--- config.mk ---
export PLATFORM = sky130hd
export DESIGN_NAME = dmem_bus_bridge
export DESIGN_NICKNAME = d
export VERILOG_FILES = /design/src/rtl/dmem_bus_bridge.sv
export SDC_FILE = /design/constraint.sdc
export NUM_CORES = 1
export LEC_CHECK = 0
export CAP_MARGIN = 0
export CORE_MARGIN = 5
export CORE_UTILIZATION = 39
export CTS_CLUSTER_DIAMETER = 100
export DETAILED_ROUTE_END_ITERATION = 10
export PLACE_DENSITY = 0.74
export SLEW_MARGIN = 30
export SYNTH_ARGS = -nofsm -noshare
export SYNTH_HDL_FRONTEND = slang
export SYNTH_SLANG_ARGS = --single-unit
--- constraint.sdc ---
create_clock -name clk -period 1.64 [get_ports clk]
set_clock_uncertainty 0.15 [all_clocks]
set_input_delay 0.164 -clock clk [delete_from_list [all_inputs] [get_ports clk]]
set_output_delay 0.164 -clock clk [all_outputs]
set_load 0.02 [all_outputs]
--- src/rtl/dmem_bus_bridge.sv ---
`default_nettype none
// ============================================================================
// Module   : dmem_bus_bridge
// Brief    : Runs one MEM-stage data-memory access as a single transaction on
//            a valid/ready data bus with a variable-latency response. Stalls
//            the pipeline until completion and reports bus errors and
//            response timeouts as one-cycle access faults.
//            Optional build macro DMEM_POSTED_WRITE_EN: stores retire on
//            request acceptance and their response is tracked in the
//            background (faults on posted writes are imprecise).
// Revision : 1.0 - initial release
// ============================================================================
module dmem_bus_bridge #(
    parameter int TIMEOUT = 64,
    parameter int CNT_W   = 7
) (
    input  logic        clk,
    input  logic        rst_n,
    input  logic        req,
    input  logic        req_we,
    input  logic [31:0] req_addr,
    input  logic [31:0] req_wdata,
    input  logic [3:0]  req_wstrb,
    output logic [31:0] rdata,
    output logic        stall,
    output logic        access_fault,
    output logic        bus_req_valid,
    input  logic        bus_req_ready,
    output logic [31:0] bus_req_addr,
    output logic        bus_req_we,
    output logic [31:0] bus_req_wdata,
    output logic [3:0]  bus_req_wstrb,
    input  logic        bus_rsp_valid,
    input  logic [31:0] bus_rsp_rdata,
    input  logic        bus_rsp_err
);

    typedef enum logic [1:0] {
        S_IDLE  = 2'd0,
        S_ISSUE = 2'd1,
        S_WAIT  = 2'd2,
        S_DONE  = 2'd3
    } state_t;

    localparam logic [CNT_W-1:0] c_tmo_last = CNT_W'(TIMEOUT - 1);
    localparam logic [CNT_W-1:0] c_cnt_one  = CNT_W'(1);

    state_t             r_state;
    state_t             w_state_nxt;
    logic [29:0]        r_addr;
    logic               r_we;
    logic [31:0]        r_wdata;
    logic [3:0]         r_wstrb;
    logic [31:0]        r_rdata;
    logic               r_fault;
    logic [CNT_W-1:0]   r_cnt;

    logic               w_accept;
    logic               w_tmo;
    logic               w_issue_go;
    logic               w_pending;
    logic               w_posted;
    logic               w_wait_rsp;
    logic               w_wait_tmo;
    logic               w_pend_fault;
    logic               w_fault_set;
    logic               w_unused;

    // Byte offset within the word is resolved by the controller's shifters.
    assign w_unused   = ^req_addr[1:0];

    assign w_accept   = (r_state == S_ISSUE) & bus_req_ready;
    assign w_tmo      = (r_cnt == c_tmo_last);
    assign w_wait_rsp = (r_state == S_WAIT) & bus_rsp_valid;
    assign w_wait_tmo = (r_state == S_WAIT) & ~bus_rsp_valid & w_tmo;

`ifdef DMEM_POSTED_WRITE_EN
    logic r_pending_wr;
    logic w_pend_rsp;
    logic w_pend_tmo;

    assign w_pending    = r_pending_wr;
    assign w_posted     = r_we;
    assign w_pend_rsp   = r_pending_wr & bus_rsp_valid;
    assign w_pend_tmo   = r_pending_wr & ~bus_rsp_valid & w_tmo;
    assign w_pend_fault = (w_pend_rsp & bus_rsp_err) | w_pend_tmo;

    // Track a store that retired before its bus response came back.
    always_ff @(posedge clk or negedge rst_n) begin
        if (!rst_n) begin
            r_pending_wr <= 1'b0;
        end else if (w_accept & r_we) begin
            r_pending_wr <= 1'b1;
        end else if (w_pend_rsp | w_pend_tmo) begin
            r_pending_wr <= 1'b0;
        end
    end
`else
    assign w_pending    = 1'b0;
    assign w_posted     = 1'b0;
    assign w_pend_fault = 1'b0;
`endif

    // A new request may leave IDLE unless a posted write is still outstanding;
    // its response arriving this very cycle releases the request immediately.
    assign w_issue_go  = req & (~w_pending | bus_rsp_valid);
    assign w_fault_set = (w_wait_rsp & bus_rsp_err) | w_wait_tmo | w_pend_fault;

    // State register.
    always_ff @(posedge clk or negedge rst_n) begin
        if (!rst_n) begin
            r_state <= S_IDLE;
        end else begin
            r_state <= w_state_nxt;
        end
    end

    // Next-state decode plus the state-derived handshake outputs.
    always_comb begin
        w_state_nxt   = r_state;
        stall         = req & (r_state != S_DONE);
        bus_req_valid = (r_state == S_ISSUE);
        case (r_state)
            S_IDLE: begin
                if (w_issue_go) begin
                    w_state_nxt = S_ISSUE;
                end
            end
            S_ISSUE: begin
                if (bus_req_ready) begin
                    w_state_nxt = w_posted ? S_DONE : S_WAIT;
                end
            end
            S_WAIT: begin
                if (bus_rsp_valid || w_tmo) begin
                    w_state_nxt = S_DONE;
                end
            end
            S_DONE: begin
                w_state_nxt = S_IDLE;
            end
            default: begin
                w_state_nxt = S_IDLE;
            end
        endcase
    end

    // Capture the request so the bus sees fields that cannot change mid-handshake.
    always_ff @(posedge clk or negedge rst_n) begin
        if (!rst_n) begin
            r_addr  <= '0;
            r_we    <= 1'b0;
            r_wdata <= '0;
            r_wstrb <= '0;
        end else if ((r_state == S_IDLE) && w_issue_go) begin
            r_addr  <= req_addr[31:2];
            r_we    <= req_we;
            r_wdata <= req_wdata;
            r_wstrb <= req_wstrb;
        end
    end

    // Response-wait counter; restarts at acceptance and runs while a response is owed.
    always_ff @(posedge clk or negedge rst_n) begin
        if (!rst_n) begin
            r_cnt <= '0;
        end else if (w_accept) begin
            r_cnt <= '0;
        end else if ((r_state == S_WAIT) || w_pending) begin
            r_cnt <= r_cnt + c_cnt_one;
        end
    end

    // Read word: loaded from the bus on load responses, zeroed on timeout.
    always_ff @(posedge clk or negedge rst_n) begin
        if (!rst_n) begin
            r_rdata <= '0;
        end else if (w_wait_rsp) begin
            if (!r_we) begin
                r_rdata <= bus_rsp_rdata;
            end
        end else if (w_wait_tmo) begin
            r_rdata <= '0;
        end
    end

    // Fault pulse, registered so it is exactly one cycle wide.
    always_ff @(posedge clk or negedge rst_n) begin
        if (!rst_n) begin
            r_fault <= 1'b0;
        end else begin
            r_fault <= w_fault_set;
        end
    end

    assign rdata         = r_rdata;
    assign access_fault  = r_fault;
    assign bus_req_addr  = {r_addr, 2'b00};
    assign bus_req_we    = r_we;
    assign bus_req_wdata = r_wdata;
    assign bus_req_wstrb = r_wstrb;

    // Dropping req mid-transaction does not abort it; flag it as misuse.
    a_req_held: assert property (@(posedge clk) disable iff (!rst_n)
        ((r_state == S_ISSUE) || (r_state == S_WAIT)) |-> req);

endmodule
`default_nettype wire

Word-level counts from Yosys, hierarchy flattened
Cells that the tools add are included.

Register bits: 109. Input bits: 107. Output and inout bits: 104. Logic and storage cells: 42.

$add $sub $neg: 1. Equal/unequal tests: 9. Mux-type cells: 9. Bitwise logic cells: 8. Reductions and logical operators: 7.

Operators by type and width (number): 32-bit 2-to-1 mux (3); 7-bit 2-to-1 mux (2); 2-bit inequality test, second input constant (4); 2-bit case mux with 4 select lines (1); 7-bit by 1-bit adder with 7-bit output, second input constant (1); 7-bit by 6-bit == test with 1-bit output, second input constant (1); 1-bit bitwise AND (6); 2-bit 2-to-1 mux (3); 2-bit == test, second input constant (2); 2-bit nonzero test (2); 3-bit AND reduction (1); 2-bit by 1-bit == test with 1-bit output, second input constant (1); 2-bit logical NOT (1); 2-bit by 1-bit inequality test with 1-bit output, second input constant (1); 2-bit AND reduction (1); 1-bit logical AND (1); 1-bit logical OR (1); 1-bit inverter (1); 1-bit bitwise OR (1).

Depth between registers and ports, before layout
Gate-level depths: netlist (run 1).

Depth in word-level cells: 5. Depth in mapped cells: 7. Mapped depth without buffers: 5.

Worst setup path before layout (run 1)
No wires, ideal clock.

Kind: register to register. Start point: reg r_state[0]. End point: reg r_rdata[10] (netlist: rdata[10]). Setup time: 0.126 ns. Arrival: 1.535 ns. Data required time: 1.364 ns. Slack: -0.171 ns. Stages on the path, launching flop included: 8. Path buffers: 2. Period minus slack after synthesis: 1.811 ns. Path through: dfrtp_1 -> inv_1 -> ha_1 -> nor2b_4 -> buf_6 -> buf_6 -> a22o_1 -> a221o_1.

Cells in the longest elaborated chain, start to end: 5. Elaborated cells on any way between the ends: 8. Classes of those cells: eq/ne (2); mux (1); bitwise (3); reduce/logical (2).

Ends and longest elaborated chain: start: declaration (line 48) `state_t r_state;`; start signal: assignment (line 114) `r_state <= w_state_nxt;`; 2-bit == test * (line 74, 75); 1-bit bitwise AND (2 in a row) (line 75) `assign w_wait_tmo = (r_state == S_WAIT) & ~bus_rsp_valid & w_tmo;`; 2-bit nonzero test (no line); 2-bit AND reduction (no line); end signal: assignment (line 180) `r_rdata <= bus_rsp_rdata;`; end: declaration (line 54) `logic [31:0] r_rdata;`.

Mark *: on every way between the ends. The rest lies on a longest branch, timed or not. A chain may end at the register's enable or synchronous reset.

Worst setup path in the final report (run 1)
Start point: reg r_state[1]. End point: reg r_rdata[14] (netlist: rdata[14]).

The elaborated chain is that of the path after synthesis.

==> out/results.txt, run 1 <==
outcome -> finished with violations
failing checks -> negative setup slack
Die Y -> 124 um
unrepaired setup endpoints after global routing -> true
setup slack after layout -> -0.132 ns
Hold Startpoint -> bus_rsp_valid
total number of vias -> 4098
clock network power share -> 14.7%
total track usage -> 18.7%
cell area power density -> 1980 nW/um^2
Layout fillers -> 974
synthesis-to-finish area growth -> 64.2%
maximum clock insertion buffer count -> 2
internal power -> 0.0103 W
Most Frequent Cell on Critical Path -> buf_6
Sw Ratio -> 37.2%
crit-path max cell delay -> 0.43 ns
hpwl dp -> 10.1 mm
max_cap viols -> 0
vias per cell -> 5.13
Root Driver -> clkbuf_16
synth unique cells -> 36
Startpoint Class -> flop
die area -> 15300 sq um
XOR/XNOR share of the synthesized area -> 0.693%
P_sw -> 0.00614 W
WL/cell -> 19.4 um
number of port buffers -> 206
aggregate global routing overflow -> 0
DR iter-0 viols -> 176
FP Rows -> 41
worst slack, placed -> -0.317 ns
Synth Area in Compound Gates -> 13.3%
Ys Warns -> 0
initial antenna violation count -> 0
RR Startpoint -> r_state[1]
antenna fix cells -> 0
RD Place Congestion -> 0.774
Hold Path Depth -> 2
Comb power frac -> 55.6%
flops & latches, synth -> 109
final antenna-violating net count -> 0
largest net degree at the start of global routing -> 110
Worst-Skew Late Latency -> 0.34 ns
WP data arrival -> 1.85 ns
Post-Synth Simple-Gate Area -> 11.4%
combinational family with the most area after synthesis -> multiplexers
critical path peak fanout -> 7
r2r setup slk -> -0.13 ns
Crit Path Category -> flop to flop
layout cells sized above 1 -> 25.0%
vias in the first global route -> 4242
Num CTS Buffers -> 9
Flop pwr share -> 29.7%
Worst-path clk slew -> 0.07 ns
DRT Wirelength -> 15.5 mm
Synth Area in Adders -> 1.24%
Synth Cell Area -> 5060 sq um
min-delay worst type -> input port to flop
total number of clock tree sinks -> 109
Synth async-reset ratio -> 100%
Core Region -> 12700 sq um
Cells after Synth -> 389
Layout Nets -> 734
Tmin final -> 1.77 ns
CTS tree -> built
family with the most delay on the worst path -> compound AO/OA/AOI/OAI gates
Boundary Pins -> 211
f_max -> 0.564 GHz
first-pass GRT wire length -> 22.1 mm
Peak VDD IR -> 0.00112 V
Critical Path Sink Type -> flop
Initial Utilization -> 39.9%
Final Hold Fails -> 0
number of flops mapped to enable cells by yosys -> 0
hold endpoint -> rdata[22]
fin. max-slew vios -> 0
fin crit share -> 108%
Synth Flop Type -> dfrtp_1
Least-Margin Pin Slew -> 0.577 ns
Reg-to-Reg End -> rdata[14]
Worst R2R Path Depth -> 6
H-tree depth -> 3
Rel. slew slack -> 61.6%
die width -> 124 um
CP cell instances -> buf_6, ha_4, nor2b_4, buf_6, a22o_1, a221o_1
standby leakage power -> 3.77 nW
Final setup viols -> 80
multiplexer area fraction after synthesis -> 15.1%
CP Buf/Inv Count -> 2
DR pass1 iterations -> 4
DR DRC count -> 0
WP data required -> 1.72 ns
CP max stage cell -> dfrtp_1
Mapped Avg Cell Area -> 13.0 sq um
total power -> 0.0165 W
sequential area share after synthesis -> 53.9%
-- how the worst max path moves through the flow --
stage	end	cells past startpoint	startpoint	slack, ns
6_report	rdata[14]	6	r_state[1]	-0.13
5_1_grt	rdata[14]	6	r_state[1]	-0.20
4_1_cts	rdata[22]	6	r_state[1]	-0.13
3_5_place_dp	rdata[30]	5	r_state[0]	-0.32
3_3_place_gp	rdata[30]	5	r_state[0]	-0.25
2_1_floorplan	rdata[10]	7	r_state[0]	-0.06
-- layout by cell type, fill, tap and decap left out, types with 3 or more instances in the layout --
cell type / n
nor2_1: 5
mux2_2: 55
o21ai_0: 4
buf_12: 10
clkbuf_16: 14
buf_6: 9
dlygate4sd2_1: 60
a22o_1: 32
dfrtp_1: 108
nor2b_4: 4
ha_4: 3
buf_4: 19
nor2b_1: 63
a221o_1: 31
nand2_1: 3
mux2_4: 12
clkdlybuf4s50_1: 104
xor2_1: 3
dlymetal6s2s_1: 38
-- synthesized netlist by cell type (all sizes together), types with 2 or more instances --
| library cell | count | area [sq um] |
|---|---|---|
| xor2 | 3 | 26.3 |
| nand2 | 5 | 21.3 |
| inv | 2 | 7.51 |
| nand4 | 2 | 12.5 |
| mux2 | 67 | 754 |
| dfrtp | 109 | 2730 |
| nor2 | 5 | 18.8 |
| and3 | 2 | 13.8 |
| a21oi | 3 | 15.0 |
| nand3 | 3 | 15.0 |
| and2 | 2 | 12.5 |
| o21ai | 4 | 20.0 |
| buf | 20 | 135 |
| ha | 5 | 62.6 |
| nor2b | 67 | 427 |
| clkbuf | 12 | 75.1 |
| a221o | 32 | 322 |
| a211o | 2 | 20.0 |
| or3 | 3 | 18.8 |
| a22o | 32 | 280 |
-- registers in the layout (all words and copies together), names as in the netlist --
| name | count |
|---|---|
| r_state | 2 |
| access_fault | 1 |
| r_cnt | 7 |
| bus_req_wstrb | 4 |
| r_addr | 30 |
| rdata | 32 |
| bus_req_we | 1 |
| bus_req_wdata | 32 |
-- metal layers --
layer	routed length [um]	up-vias	share of wire (%)	global-route usage (%)
li1	-	1892	-	-
met1	6240	2049	40	23.0
met2	7980	133	51	31.5
met3	964	24	6.2	4.54
met4	350	0	2.3	7.87
met5	0	-	0	0
-- final cells by class --
cell class / instances / area [sq um] / area share [%]
Tap cell: 172 / 215 / 2.59
Clock inverter: 4 / 77.6 / 0.934
Inverter: 2 / 7.51 / 0.0904
Multi-Input combinational cell: 250 / 2320 / 28.0
Sequential cell: 109 / 2730 / 32.9
Clock buffer: 12 / 256 / 3.09
Timing Repair Buffer: 250 / 2700 / 32.5
-- repair_timing --
action	CTS	global route
pin swaps	4	12
cloned	4	7
hold buffers	1	0
endpoints found under the hold margin	109	0
setup buffers	8	3
endpoints found under the setup margin	167	144
gates resized for setup	95	68
-- power by group through the flow --
| stage | registers, W | logic [W] | clock network [W] |
|---|---|---|---|
| 2_1_floorplan | 0.00634 | 0.00342 | 0 |
| 3_3_place_gp | 0.00484 | 0.00838 | 0 |
| 3_5_place_dp | 0.00492 | 0.00859 | 0 |
| 4_1_cts | 0.00488 | 0.00869 | 0.00248 |
| 5_1_grt | 0.00508 | 0.00975 | 0.00261 |
| 6_report | 0.00489 | 0.00916 | 0.00243 |
-- metrics by stage --
stage | TNS [ns] | util, % | instance area, sq um | hold slack [ns] | instances
2_1_floorplan | -1.86 | - | 5100 | -0.282 | 390
3_3_place_gp | -13.54 | 58.3 | 7380 | 0.134 | 760
3_5_place_dp | -18.73 | 58.3 | 7380 | 0.140 | 760
4_1_cts | -2.92 | 62.4 | 7910 | 0.186 | 789
5_1_grt | -8.85 | 65.5 | 8310 | 0.193 | 799
6_report | -3.41 | 65.5 | 8310 | 0.190 | 799
-- logic make-up after synthesis --
family | after synthesis
flip-flops | 109
AND/OR/NAND/NOR | 93
AO/OA/AOI/OAI | 75
multiplexers | 68
buffers and inverters | 34
adder cells (fa/ha/maj) | 5
XOR/XNOR | 4
other | 1
Note: power is estimated with default switching activity, not from simulation.
==> run 2: changes to the inputs <==
ABC_AREA = 1   (was not set)
CORE_UTILIZATION = 38   (was 39)
SLEW_MARGIN = 5   (was 30)
==> run 2 against run 1 <==
  * The flow now finishes without violations
  * Register-to-register slack better by 0.13 ns
  * Global-route usage fell by 0.42 points
  * Sequential share of layout area grew 2.3 points
  * Hold slack gained 0.037 ns
  * Clock-buffer cell count down 1
  * Wire length is 12% lower
  * Flip-flop and latch count unchanged
  * Non-clock buffer count shrank 5
  * Final cell count grew 2.3%
  * Setup slack gained 0.13 ns
  * Maximum frequency rose by 8.1%
  * Synthesized area is 8.8% lower
==> out/results.txt, run 2 <==
outcome -> finished clean
min-delay worst type -> input port to asynchronous set/reset pin
Placed Cells -> 786 (+3.4%)
combinational family with the most area after synthesis -> multiplexers
Core Region -> 12000 sq um (-5.6%)
largest net degree at the start of global routing -> 110 (unchanged)
Final setup viols -> 0 (-100%)
fin. max-slew vios -> 0 (unchanged)
layout cells sized above 1 -> 23.1% (-1.9 points)
DRT Wirelength -> 13.6 mm (-12%)
Final Hold Fails -> 0 (unchanged)
first-pass GRT wire length -> 20.7 mm (-6.0%)
initial antenna violation count -> 0 (unchanged)
Worst-path clk slew -> 0.07 ns (about the same)
Post-Synth Simple-Gate Area -> 16.0% (+4.6 points)
Finished Layout Cells -> 817 (+2.3%)
Synth Area in Adders -> 1.36% (+0.12 points)
antenna fix cells -> 0 (unchanged)
Synth Flop Type -> dfrtp_1
multiplexer area fraction after synthesis -> 16.4% (+1.2 points)
synth unique cells -> 25 (-31%)
cell with the most instances after synthesis -> dfrtp_1
Num CTS Buffers -> 9 (unchanged)
aggregate global routing overflow -> 0 (unchanged)
DR DRC count -> 0 (unchanged)
die area -> 14400 sq um (-5.9%)
hpwl dp -> 9.37 mm (-6.8%)
Synth area leaders -> dfrtp_1 59%, mux2_2 16%, nand2_1 7.1%, nand3_1 4.3%, inv_1 3.4%
Crit Path Category -> flop to output port
CTS tree -> built
Ys Warns -> 0 (unchanged)
Worst-Skew Late Latency -> 0.35 ns (about the same)
area leader, netlist -> dfrtp_1
vias in the first global route -> 4054 (-4.4%)
synthesis-to-finish area growth -> 68.4%
Rel. slew slack -> 58.1% (-3.5 points)
Critical Path Sink Type -> output port
most common cell after layout, fill and taps aside -> dfrtp_1
H-tree depth -> 3 (unchanged)
Mapped Avg Cell Area -> 10.7 sq um (-18%)
total track usage -> 18.3% (-0.42 points)
Synth Cell Area -> 4610 sq um (-8.8%)
unrepaired setup endpoints after global routing -> true
Synth Area in Compound Gates -> 0.868% (-12 points)
sequential area share after synthesis -> 59.1% (+5.2 points)
total number of vias -> 3881 (-5.3%)
vias per cell -> 4.75 (-7.4%)
RD Place Congestion -> 0.810 (+4.6%)
max_cap viols -> 0 (unchanged)
Cells after Synth -> 430 (+11%)
number of flops mapped to enable cells by yosys -> 0 (unchanged)
final antenna-violating net count -> 0 (unchanged)
Initial Utilization -> 38.6% (-1.4 points)
Synth top area share -> 59.1% (+5.2 points)
commonest non-fill, non-tap cells in the layout -> 109 x dfrtp_1, 108 x clkdlybuf4s50_1, 70 x nand2_1
XOR/XNOR share of the synthesized area -> 0% (-0.69 points)
fin crit share -> 99.9% (-8.1 points)
Layout Nets -> 777 (+5.9%)
Peak VDD IR -> 0.00112 V (-0.55%)
Worst R2R Path Depth -> 6 (unchanged)
FP Rows -> 40 (-2.4%)
Reg-to-Reg End -> bus_req_wdata[4]
total number of clock tree sinks -> 109 (unchanged)
cell area power density -> 1780 nW/um^2 (-10%)
f_max -> 0.610 GHz (+8.1%)
Die Y -> 120 um (-3.0%)
r2r setup slk -> 0.002 ns (+0.13 ns)
RR Startpoint -> r_state[0]
WP data required -> 1.33 ns (-0.39 ns)
Hold Slack -> 0.227 ns (+0.0371 ns)
Synth async-reset ratio -> 100% (unchanged)
WP data arrival -> 1.32 ns (-0.53 ns)
DR iter-0 viols -> 233 (+32%)
maximum clock insertion buffer count -> 2 (unchanged)
Post-synth top cells -> 109 x dfrtp_1, 87 x nand2_1, 67 x mux2_2
number of port buffers -> 206 (unchanged)
Root Driver -> clkbuf_16
WL/cell -> 16.7 um (-14%)
Boundary Pins -> 211 (unchanged)
Tmin final -> 1.64 ns (-0.133 ns)
Least-Margin Pin Slew -> 0.629 ns (+0.0523 ns)
DR pass1 iterations -> 4 (unchanged)
Startpoint Class -> flop
Layout fillers -> 967 (-0.72%)
die width -> 120 um (-3.0%)
critical path peak fanout -> 3 (-4)
standby leakage power -> 4.21 nW (+12%)
flops & latches, synth -> 109 (unchanged)
[run 2: cell types whose count changed in the layout (fill, tap and decap cells not counted), moves of 5 or more]
cell	change
inv_1	+39
nand2_4	+5
nand2_2	+12
dlymetal6s2s_1	-5
a22o_1	-32
nor2_1	+35
nor2b_1	-63
mux2_2	+5
mux2_4	-5
a221o_1	-31
nand3_1	+38
nand2_1	+67
[run 2: kinds of logic after synthesis]
logic type,Yosys count
multiplexers,67
buffers and inverters,65
AND/OR/NAND/NOR,176
other,1
adder cells (fa/ha/maj),5
flip-flops,109
AO/OA/AOI/OAI,7
[run 2: cell type report]
type                       count  area (sq um)  share of cell area [%]
inverter                      43           161                    2.08
multi-input combinational    257          1770                    22.8
sequential                   109          2730                    35.1
tap                          147           184                    2.37
clock buffer                  11           233                    3.00
timing repair buffer         245          2630                    33.9
clock inverter                 5          61.3                   0.790
[run 2: stage by stage]
step                      power, W  instance area (sq um)  setup slack, ns  util, %  TNS, ns
final                       0.0138                   7760          0.00165     64.9        0
after global routing        0.0146                   7760          -0.0551     64.9    -2.07
after CTS                   0.0136                   7420          -0.0286     62.0  -0.0576
after detailed placement    0.0116                   7000           -0.145     58.5    -8.55
after global placement      0.0114                   7000          -0.0988     58.5    -5.06
after floorplan            0.00807                   4660           0.0180        -        0
[run 2: worst max-delay path by stage]
stage	end	slack [ns]	start	depth (start not counted)
floorplan	rdata[2]	0.02	r_state[0]	8
detailed placement	bus_req_wdata[4]	-0.14	r_state[0]	5
global route	rdata[14]	-0.06	r_state[0]	8
CTS	bus_req_valid	-0.03	r_state[0]	4
finish	stall	0.002	r_state[1]	4
global placement	stall	-0.1	req	4
[run 2: metal layers]
layer | GRT usage (%) | up-vias | part of all wire, %
met2 | 31.1 | 151 | 49
met5 | 0 | - | 0
met1 | 20.9 | 1864 | 39
met4 | 7.87 | 0 | 2.8
li1 | - | 1842 | -
met3 | 6.36 | 24 | 8.6
[run 2: worst max-delay path: stages (launching register included)]
cell and delay [ns]:
dfrtp_1 0.41, buf_4 0.15, ha_2 0.18, nor2_2 0.12, buf_6 0.12
[run 2: power breakdown]
| group | switching [W] | internal, W |
|---|---|---|
| Clock | 0.000974 | 0.00119 |
| Sequential | 0.000610 | 0.00391 |
| Combinational | 0.00358 | 0.00352 |
[run 2: what timing repair did]
item	in CTS	in global routing
hold buffers	1	0
endpoints found under the setup margin	161	114
hold endpoints to repair	109	0
gates cloned	3	5
resized for setup	88	76
buffers inserted	6	0
pin swaps	2	8
